**src/rtl/div_pkg.sv**
```systemverilog
// Shared types and widths for the two-requester divider arbiter.
package div_pkg;

  localparam int unsigned A_W  = 8;
  localparam int unsigned B_W  = 5;
  localparam int unsigned NREQ = 2;
  localparam logic [A_W-1:0] DIV0_Q = 8'hFF;

  typedef enum logic [1:0] {
    EMPTY = 2'd0,
    PEND  = 2'd1,
    FULL  = 2'd2
  } slot_state_t;

  typedef struct packed {
    logic [A_W-1:0] q;
    logic [B_W-1:0] r;
    logic           err;
  } div_rsp_t;

endpackage

```
**src/rtl/div.sv**
```systemverilog
// Single-stage registered 8-bit by 5-bit divider core.
module div
  import div_pkg::*;
(
  input  logic           clk,
  input  logic           rst_n,
  input  logic           i_in_valid,
  input  logic [A_W-1:0] i_a,
  input  logic [B_W-1:0] i_b,
  output logic           o_valid,
  output logic [A_W-1:0] o_q,
  output logic [B_W-1:0] o_r,
  output logic [50:0]    number
);

  localparam logic [50:0] DIV_TRANSISTORS = 51'd2436;

  logic           valid_q;
  logic [A_W-1:0] q_q, q_d;
  logic [B_W-1:0] r_q, r_d;

  // Zero divisor yields zeros here; the arbiter substitutes its own result.
  always_comb begin
    q_d = '0;
    r_d = '0;
    if (i_b != '0) begin
      q_d = i_a / A_W'(i_b);
      r_d = B_W'(i_a % A_W'(i_b));
    end
  end

  always_ff @(posedge clk or negedge rst_n) begin
    if (!rst_n) begin
      valid_q <= 1'b0;
      q_q     <= '0;
      r_q     <= '0;
    end else begin
      valid_q <= i_in_valid;
      if (i_in_valid) begin
        q_q <= q_d;
        r_q <= r_d;
      end
    end
  end

  assign o_valid = valid_q;
  assign o_q     = q_q;
  assign o_r     = r_q;
  assign number  = DIV_TRANSISTORS;

endmodule

```
**src/rtl/div_slot.sv**
```systemverilog
// One-entry response buffer with EMPTY/PEND/FULL sequencing for one requester.
module div_slot
  import div_pkg::*;
(
  input  logic        clk,
  input  logic        rst_n,
  input  logic        grant,
  input  logic        rsp_ready,
  input  logic        cap_own,
  input  div_rsp_t    cap,
  output slot_state_t state,
  output logic        rsp_valid,
  output div_rsp_t    rsp
);

  slot_state_t state_q, state_d;
  div_rsp_t    rsp_q, rsp_d;
  logic        rsp_valid_q, rsp_valid_d;

  always_comb begin
    state_d = state_q;
    rsp_d   = rsp_q;
    case (state_q)
      EMPTY: if (grant) state_d = PEND;
      PEND: begin
        state_d = FULL;
        if (cap_own) rsp_d = cap;
      end
      FULL: if (rsp_ready) state_d = grant ? PEND : EMPTY;
      default: state_d = EMPTY;
    endcase
    rsp_valid_d = (state_d == FULL);
  end

  always_ff @(posedge clk or negedge rst_n) begin
    if (!rst_n) begin
      state_q     <= EMPTY;
      rsp_q       <= '0;
      rsp_valid_q <= 1'b0;
    end else begin
      state_q     <= state_d;
      rsp_q       <= rsp_d;
      rsp_valid_q <= rsp_valid_d;
    end
  end

  assign state     = state_q;
  assign rsp_valid = rsp_valid_q;
  assign rsp       = rsp_q;

endmodule

```
**src/rtl/div_arb.sv**
```systemverilog
// Round-robin arbiter sequencing two requesters onto one shared divider.
module div_arb
  import div_pkg::*;
#(
  parameter int unsigned CNT_W = 16
) (
  input  logic             clk,
  input  logic             rst_n,
  input  logic [NREQ-1:0]  req_valid,
  input  logic [A_W-1:0]   req_a0,
  input  logic [A_W-1:0]   req_a1,
  input  logic [B_W-1:0]   req_b0,
  input  logic [B_W-1:0]   req_b1,
  output logic [NREQ-1:0]  req_ready,
  output logic [NREQ-1:0]  rsp_valid,
  input  logic [NREQ-1:0]  rsp_ready,
  output logic [A_W-1:0]   rsp_q0,
  output logic [A_W-1:0]   rsp_q1,
  output logic [B_W-1:0]   rsp_r0,
  output logic [B_W-1:0]   rsp_r1,
  output logic [NREQ-1:0]  rsp_err,
  output logic [CNT_W-1:0] issue_cnt,
  output logic [50:0]      number
);

  slot_state_t    st [NREQ];
  div_rsp_t       rsp [NREQ];
  div_rsp_t       cap;
  logic [NREQ-1:0] elig, gnt;
  logic           sel, any_gnt;
  logic [A_W-1:0] iss_a;
  logic [B_W-1:0] iss_b;
  logic [A_W-1:0] div_q;
  logic [B_W-1:0] div_r;
  logic           div_valid_unused;

  logic             prio_q, prio_d;
  logic             tag_q, tag_d;
  logic             err_pend_q, err_pend_d;
  logic [B_W-1:0]   a_lo_q, a_lo_d;
  logic [CNT_W-1:0] cnt_q, cnt_d;

  // A full slot is eligible only if it is being drained this cycle.
  always_comb begin
    for (int i = 0; i < int'(NREQ); i++) begin
      elig[i] = req_valid[i] && (st[i] == EMPTY || (st[i] == FULL && rsp_ready[i]));
    end
    gnt = (&elig) ? (prio_q ? 2'b10 : 2'b01) : elig;
    gnt = gnt & {NREQ{rst_n}};
    sel     = gnt[1];
    any_gnt = |gnt;
    iss_a   = sel ? req_a1 : req_a0;
    iss_b   = sel ? req_b1 : req_b0;
  end

  always_comb begin
    prio_d     = prio_q;
    tag_d      = tag_q;
    err_pend_d = err_pend_q;
    a_lo_d     = a_lo_q;
    cnt_d      = cnt_q + CNT_W'(any_gnt);
    if (any_gnt) begin
      prio_d     = ~sel;
      tag_d      = sel;
      err_pend_d = (iss_b == '0);
      a_lo_d     = iss_a[B_W-1:0];
    end
    cap.q   = err_pend_q ? DIV0_Q : div_q;
    cap.r   = err_pend_q ? a_lo_q : div_r;
    cap.err = err_pend_q;
  end

  always_ff @(posedge clk or negedge rst_n) begin
    if (!rst_n) begin
      prio_q     <= 1'b0;
      tag_q      <= 1'b0;
      err_pend_q <= 1'b0;
      a_lo_q     <= '0;
      cnt_q      <= '0;
    end else begin
      prio_q     <= prio_d;
      tag_q      <= tag_d;
      err_pend_q <= err_pend_d;
      a_lo_q     <= a_lo_d;
      cnt_q      <= cnt_d;
    end
  end

  div u_div (
    .clk        (clk),
    .rst_n      (rst_n),
    .i_in_valid (any_gnt),
    .i_a        (iss_a),
    .i_b        (iss_b),
    .o_valid    (div_valid_unused),
    .o_q        (div_q),
    .o_r        (div_r),
    .number     (number)
  );

  div_slot u_slot0 (
    .clk       (clk),
    .rst_n     (rst_n),
    .grant     (gnt[0]),
    .rsp_ready (rsp_ready[0]),
    .cap_own   (tag_q == 1'b0),
    .cap       (cap),
    .state     (st[0]),
    .rsp_valid (rsp_valid[0]),
    .rsp       (rsp[0])
  );

  div_slot u_slot1 (
    .clk       (clk),
    .rst_n     (rst_n),
    .grant     (gnt[1]),
    .rsp_ready (rsp_ready[1]),
    .cap_own   (tag_q),
    .cap       (cap),
    .state     (st[1]),
    .rsp_valid (rsp_valid[1]),
    .rsp       (rsp[1])
  );

  assign req_ready = gnt;
  assign rsp_q0    = rsp[0].q;
  assign rsp_q1    = rsp[1].q;
  assign rsp_r0    = rsp[0].r;
  assign rsp_r1    = rsp[1].r;
  assign rsp_err   = {rsp[1].err, rsp[0].err};
  assign issue_cnt = cnt_q;

endmodule

```
**config.mk**
```make
export PLATFORM = sky130hd
export DESIGN_NAME = div_arb
export DESIGN_NICKNAME = d
export VERILOG_FILES = /design/src/rtl/div_pkg.sv /design/src/rtl/div.sv /design/src/rtl/div_slot.sv /design/src/rtl/div_arb.sv
export SDC_FILE = /design/constraint.sdc
export NUM_CORES = 1
export LEC_CHECK = 0
export ABC_AREA = 1
export CAP_MARGIN = 30
export CORE_UTILIZATION = 54
export DETAILED_ROUTE_END_ITERATION = 8
export GPL_ROUTABILITY_DRIVEN = 0
export PLACE_DENSITY = 0.87
export SLEW_MARGIN = 10
export SYNTH_ARGS = -nofsm -noshare
export SYNTH_HDL_FRONTEND = slang
export SYNTH_SLANG_ARGS = --single-unit
export TNS_END_PERCENT = 20
```
**constraint.sdc**
```tcl
create_clock -name clk -period 23 [get_ports clk]
set_clock_uncertainty 0.1 [all_clocks]
set_input_delay 5.75 -clock clk [delete_from_list [all_inputs] [get_ports clk]]
set_output_delay 5.75 -clock clk [all_outputs]
set_load 0.05 [all_outputs]
```
==> metrics.md, run 1 <==
| Metric | Value |
|---|---|
| Routed wire length per instance | ~14 um |
| Initial DRC count | slightly above 200 |
| Top cells by count, synth | nand2_1 (202), inv_1 (77), dfrtp_1 (71), buf_4 (55), ha_1 (31) |
| Post-synth EDFFs | 0 |
| Core Util, Final | between 60% and 70% |
| CORE AREA | just under 9000 um2 |
| RSZ-0062 raised after global routing | false |
| Gr usage total | 24.8% |
| Number of non-filler instances in the completed layout | approximately 840 |
| Placed cell areas | 5700 um2 |
| Area delta synth->final | 17.4% |
| Largest net degree at the start of global routing | 74 |
| Fin Setup TNS | 0 ns |
| Most common cell in the netlist | nand2_1 |
| Cells taking the most area after synthesis | dfrtp_1 (35%), nand2_1 (15%), buf_4 (8.2%), ha_1 (7.7%), inv_1 (5.7%) |
| Worst setup EP type | register |
| Slowest cell on the critical path | buf_4 |
| Initial antenna violation count | 0 |
| Crit path DAT | 17.23 ns |
| Post_cts resized | 0 |
| Main synth FF type | dfrtp_1 |
| Critical Path RT | between 20 and 25 ns |
| Cells after Synth | ~650 |
| Final Cell Area | slightly below 6000 um2 |
| Port buffer count | 79 |
| Final #Nets | 788 |
| Post-DP HPWL | between 8 and 9 mm |
| Crit path buffers/inverters | 12 |
| Final wirelength | between 10 and 15 mm |
| Slew at the pin closest to its max-slew limit | between 0.8 and 0.9 ns |
| Vias/cell | between 5 and 6 |
| Worst Setup Start Kind | input port |
| Worst-Skew Late Latency | about 0.34 ns |
| Final Cycle Share | between 70% and 80% |
| Clk sink count | just over 70 |
| Outcome | finished clean |
| CP Class | in -> reg |
| Layout cell share with drive strength beyond 1 | between 8 and 9% |
| Final hold violations | 0 |
| Remaining DRCs | 0 |
| Post-Syn Area | 5050 um2 |
| Slew HR | 42.4% |
| Num ports | between 100 and 150 |
| Post-synth cell types | 42 |
| Clock root buffer | clkbuf_8 |
| Register area share after synthesis | 35.2% |
| Yosys warnings | 0 |
| Largest area contributor in the netlist | dfrtp_1 |
| Worst path top cell family by delay | simple AND/OR/NAND/NOR gates |
| Die area | around 9700 um2 |
| ANT nets after route | 0 |
| Avg Inst Size Synth | approximately 7.8 um2 |
| Hold Path Class | reg -> reg |
| Maximum clock path buffer count | 2 |
| H-Tree Depth | 3 |
| Via count | between 4k and 5k |
| # setup viols final | 0 |
| FF+latch count, synth | approximately 70 |
| Horiz. Die Dim | slightly below 100 um |
| Cts bufs inserted | 9 |
| CTS tree | done |
| GRT Residual Overflow | 0 |
| Hold_buf cts | 0 |
| Setup Fix Bufs, Post-CTS | 0 |
| Pins Over Slew Limit | 0 |
| Starting Density | between 50 and 60% |
| Max Freq | between 50 and 60 MHz |
| First-pass DRT Iterations | 7 |
| Rows | 34 |
| Reg clk slew, reported paths | ~0.070 ns |
| Min Tclk post-route | 17.11 ns |
| First-pass GRT wire length | between 15 and 20 mm |
| Top cell by count, worst path | nand2_1 |
| MaxCap Viol Count | 0 |
| Vias in the first global route | roughly 4.3k |
| Post-synth ARST share | 100% |
| Antenna cells | 0 |
| # fillers | around 740 |
| Top-area cell type share of the netlist area | between 30% and 40% |
| Worst Path Max Fanout | 73 |
| Die Ht | ~99 um |
| Placed Cells | 821 |
| CP max stage delay | ~0.66 ns |
kinds of logic (layout without fill, tap and decap cells):
family	Yosys count	after routing	synth area share, %
XOR/XNOR	31	31	5.37
other	2	51	0.149
buffers and inverters	143	175	15.0
AO/OA/AOI/OAI	61	61	7.53
flip-flops	71	71	35.2
adder cells (fa/ha/maj)	32	32	8.07
AND/OR/NAND/NOR	308	308	28.7
per-layer routing:
metal	wire, um	global-route usage [%]
met1	4620	28.8
met2	5950	45.0
met3	675	3.55
met4	233	11.6
met5	0	0
area by class of cell:
type	count	area (um2)	share of cell area [%]
Clock buffer	14	193	3.25
Clock inverter	2	35.0	0.591
Inverter	79	297	5.00
Multi-Input combinational cell	483	2700	45.6
Sequential cell	71	1780	30.0
Tap cell	108	135	2.28
Timing Repair Buffer	80	793	13.4
registers in the layout (all words and copies together) (netlist names):
register,flops
prio_q,1
err_pend_q,1
u_slot0.rsp,14
tag_q,1
issue_cnt,16
u_slot1.rsp,14
a_lo_q,5
u_slot1.state,2
u_div.o_q,8
u_slot1.rsp_valid,1
u_slot0.state,2
u_div.o_r,5
u_slot0.rsp_valid,1
final timing paths:
path                       slack, ns  cells after the start                    endpoint                  startpoint
setup reg to reg               11.58                     76    u_div.o_r[0]$_DFFE_PN0N_  u_slot1.state[0]$_DFF_PN0_
hold reg to reg                 0.38                      2  u_slot1.rsp[5]$_DFFE_PN0P_  u_slot1.rsp[5]$_DFFE_PN0P_
min in group asynchronous       5.50                      2  u_slot0.rsp[7]$_DFFE_PN0P_                       rst_n
setup / recovery                5.89                     77    u_div.o_r[0]$_DFFE_PN0N_                       rst_n
hold / removal                  0.38                      2  u_slot1.rsp[5]$_DFFE_PN0P_  u_slot1.rsp[5]$_DFFE_PN0P_
max in group asynchronous      16.73                      2  u_slot1.rsp[1]$_DFFE_PN0P_                       rst_n
placed cells by master (no fill, tap or decap), drive strengths merged, types with 3 or more instances in the layout:
cell / n
nand2: 224
o21ai: 27
nor2: 25
o21a: 3
o22ai: 5
o21bai: 9
clkbuf: 14
a21o: 4
conb: 51
clkdlybuf4s50: 78
a21oi: 9
xnor2: 7
inv: 78
nand3: 37
xor2: 24
ha: 31
a31oi: 3
nor3: 3
nand4: 9
dfrtp: 71
or2: 4
stage by stage:
| step | hold slack [ns] | setup slack (ns) |
|---|---|---|
| 2_1_floorplan | 0.349 | 7.93 |
| 3_3_place_gp | 0.357 | 6.33 |
| 3_5_place_dp | 0.365 | 5.64 |
| 4_1_cts | 0.383 | 5.97 |
| 5_1_grt | 0.403 | 4.79 |
| 6_report | 0.379 | 5.89 |
worst register-to-register path: cells and delay by family (launching register included):
| kind | cells | cell delay, ns |
|---|---|---|
| AO/OA/AOI/OAI | 18 | 3.38 |
| adder cells (fa/ha/maj) | 7 | 2.06 |
| buffers and inverters | 9 | 0.55 |
| flip-flops | 1 | 0.42 |
| AND/OR/NAND/NOR | 42 | 4.78 |
Power of run 1 is not shown: default switching activity piles up to over one toggle a cycle in this logic, so the estimate is an artifact.
==> inputs of run 2 (changes only) <==
--- a/config.mk
+++ b/config.mk
@@ -7,10 +7,10 @@
 export LEC_CHECK = 0
 export ABC_AREA = 1
 export CAP_MARGIN = 30
-export CORE_UTILIZATION = 54
+export CORE_UTILIZATION = 45
 export DETAILED_ROUTE_END_ITERATION = 8
 export GPL_ROUTABILITY_DRIVEN = 0
-export PLACE_DENSITY = 0.87
+export PLACE_DENSITY = 0.78
 export SLEW_MARGIN = 10
 export SYNTH_ARGS = -nofsm -noshare
 export SYNTH_HDL_FRONTEND = slang
==> constraint.sdc (replaced) <==
create_clock -name clk -period 15.3 [get_ports clk]
set_clock_uncertainty 0.1 [all_clocks]
set_input_delay 3.825 -clock clk [delete_from_list [all_inputs] [get_ports clk]]
set_output_delay 3.825 -clock clk [all_outputs]
set_load 0.05 [all_outputs]
==> metrics.md, run 2 (same netlist as run 1, synthesis figures left out) <==
| Metric | Value |
|---|---|
| Horiz. Die Dim | 108 um |
| Final #Nets | 790 |
| Sequential standard cell area | ~1800 um2 |
| Via count | about 4.2k |
| Met3 Resource Use GR | 2.89% |
| Gr usage total | 20.2% |
| Worst path top cell family by delay | simple AND/OR/NAND/NOR gates |
| Routed wire length per instance | approximately 13 um |
| Num ports | ~130 |
| Initial antenna violation count | 0 |
| Area delta synth->final | 17.6% |
| Starting Density | a little under half |
| Rows | 38 |
| Setup Fix Bufs, Post-CTS | 0 |
| Commonest non-fill, non-tap cell in the layout | nand2_1 |
| GRT met2 Usage | about a third |
| Most frequent cells in the layout | nand2_1 (202), clkdlybuf4s50_1 (78), inv_1 (77) |
| MaxCap Viol Count | 0 |
| Final wirelength | 11.2 mm |
| Hold Path Class | reg -> reg |
| Outcome | finished clean |
| # setup viols final | 0 |
| Fin Setup TNS | 0 ns |
| Grt met1 use | between 20% and 30% |
| Max Freq | 68.8 MHz |
| Worst Setup Start Kind | input port |
| Slowest cell on the critical path | clkdlybuf4s50_1 |
| Post-DP HPWL | just under 9 mm |
| RSZ-0062 raised after global routing | false |
| CTS tree | done |
| Vias/cell | 4.86 |
| Worst-Skew Late Latency | approximately 0.34 ns |
| Die Ht | ~110 um |
| Final Cycle Share | a little over nine tenths |
| CP Class | in -> reg |
| First-pass GRT wire length | between 15 and 20 mm |
| Clock root buffer | clkbuf_8 |
| Initial DRC count | about 220 |
| Crit path buffers/inverters | 11 |
| Min Tclk post-route | between 10 and 15 ns |
| Port buffer count | slightly below 80 |
| Antenna cells | 0 |
| Maximum clock path buffer count | 2 |
| Vias in the first global route | 4,071 |
| Largest net degree at the start of global routing | 73 |
| Reg clk slew, reported paths | about 0.070 ns |
| H-Tree Depth | 3 |
| Die area | approximately 12,000 um2 |
| CP max stage delay | roughly 0.46 ns |
| Top cell by count, worst path | nand2_1 |
| GRT Residual Overflow | 0 |
| Slew at the pin closest to its max-slew limit | between 0.5 and 0.6 ns |
| Slew HR | 62.9% |
| Layout cell share with drive strength beyond 1 | 8.78% |
| Final hold violations | 0 |
| Clk sink count | 71 |
| CORE AREA | between 10,000 and 15,000 um2 |
| Crit path DAT | around 15 ns |
| Remaining DRCs | 0 |
| Max FFs per register | 16 |
| # fillers | between 1k and 1.5k |
| Worst Path Max Fanout | 10 |
| Worst setup EP type | register |
| WHS | between 0.3 and 0.4 ns |
| Multi-input gate area | 2730 um2 |
| Critical Path RT | around 15 ns |
| Pins Over Slew Limit | 0 |
| Busiest grt layer | met2 |
| ANT nets after route | 0 |
| Cts bufs inserted | 9 |
| First-pass DRT Iterations | 5 |
-- run 2: metrics by stage --
step	instances	worst slack (ns)	util (%)	cell area [um2]
final	869	0.764	54.6	5940
after CTS	867	0.465	54.1	5890
after global placement	853	0.732	52.8	5740
after floorplan	697	2.15	-	5240
after detailed placement	853	0.121	52.8	5740
after global routing	869	0.0148	54.6	5940
-- run 2: path summary, 6_finish.rpt --
path                            slack (ns)                        to                       start  cells past startpoint
min in group asynchronous             3.32    issue_cnt[8]$_DFF_PN0_                       rst_n                      2
worst max register to register        4.31  u_div.o_r[2]$_DFFE_PN0N_  u_slot1.state[0]$_DFF_PN0_                     76
max in group asynchronous            11.28  u_div.o_r[0]$_DFFE_PN0N_                       rst_n                      3
worst max-delay path                  0.76  u_div.o_r[2]$_DFFE_PN0N_                rsp_ready[1]                     78
worst min-delay path                  0.37   issue_cnt[15]$_DFF_PN0_     issue_cnt[15]$_DFF_PN0_                      1
worst min register to register        0.37   issue_cnt[15]$_DFF_PN0_     issue_cnt[15]$_DFF_PN0_                      1
-- run 2: layer usage --
layer  routed length (um)  vias to the layer above
li1                     -                     2091
met1                 5010                     1965
met2                 5400                      140
met3                  516                       27
met4                  304                        0
met5                    0                        -
-- run 2: layout make-up --
cell class	instances	share of cell area [%]
multi-input cells	484	45.9
flip-flops and latches	71	29.9
repair buffers	81	13.8
inverters	79	4.99
well taps	140	2.95
clock buffers	12	2.27
clock inverters	2	0.168
-- run 2: what timing repair did --
item,4_1_cts,5_1_grt
endpoints found under the setup margin,0,6
hold endpoints to repair,0,0
hold buffers,0,0
resized for setup,0,4
Power of run 2 is left out for the same reason.
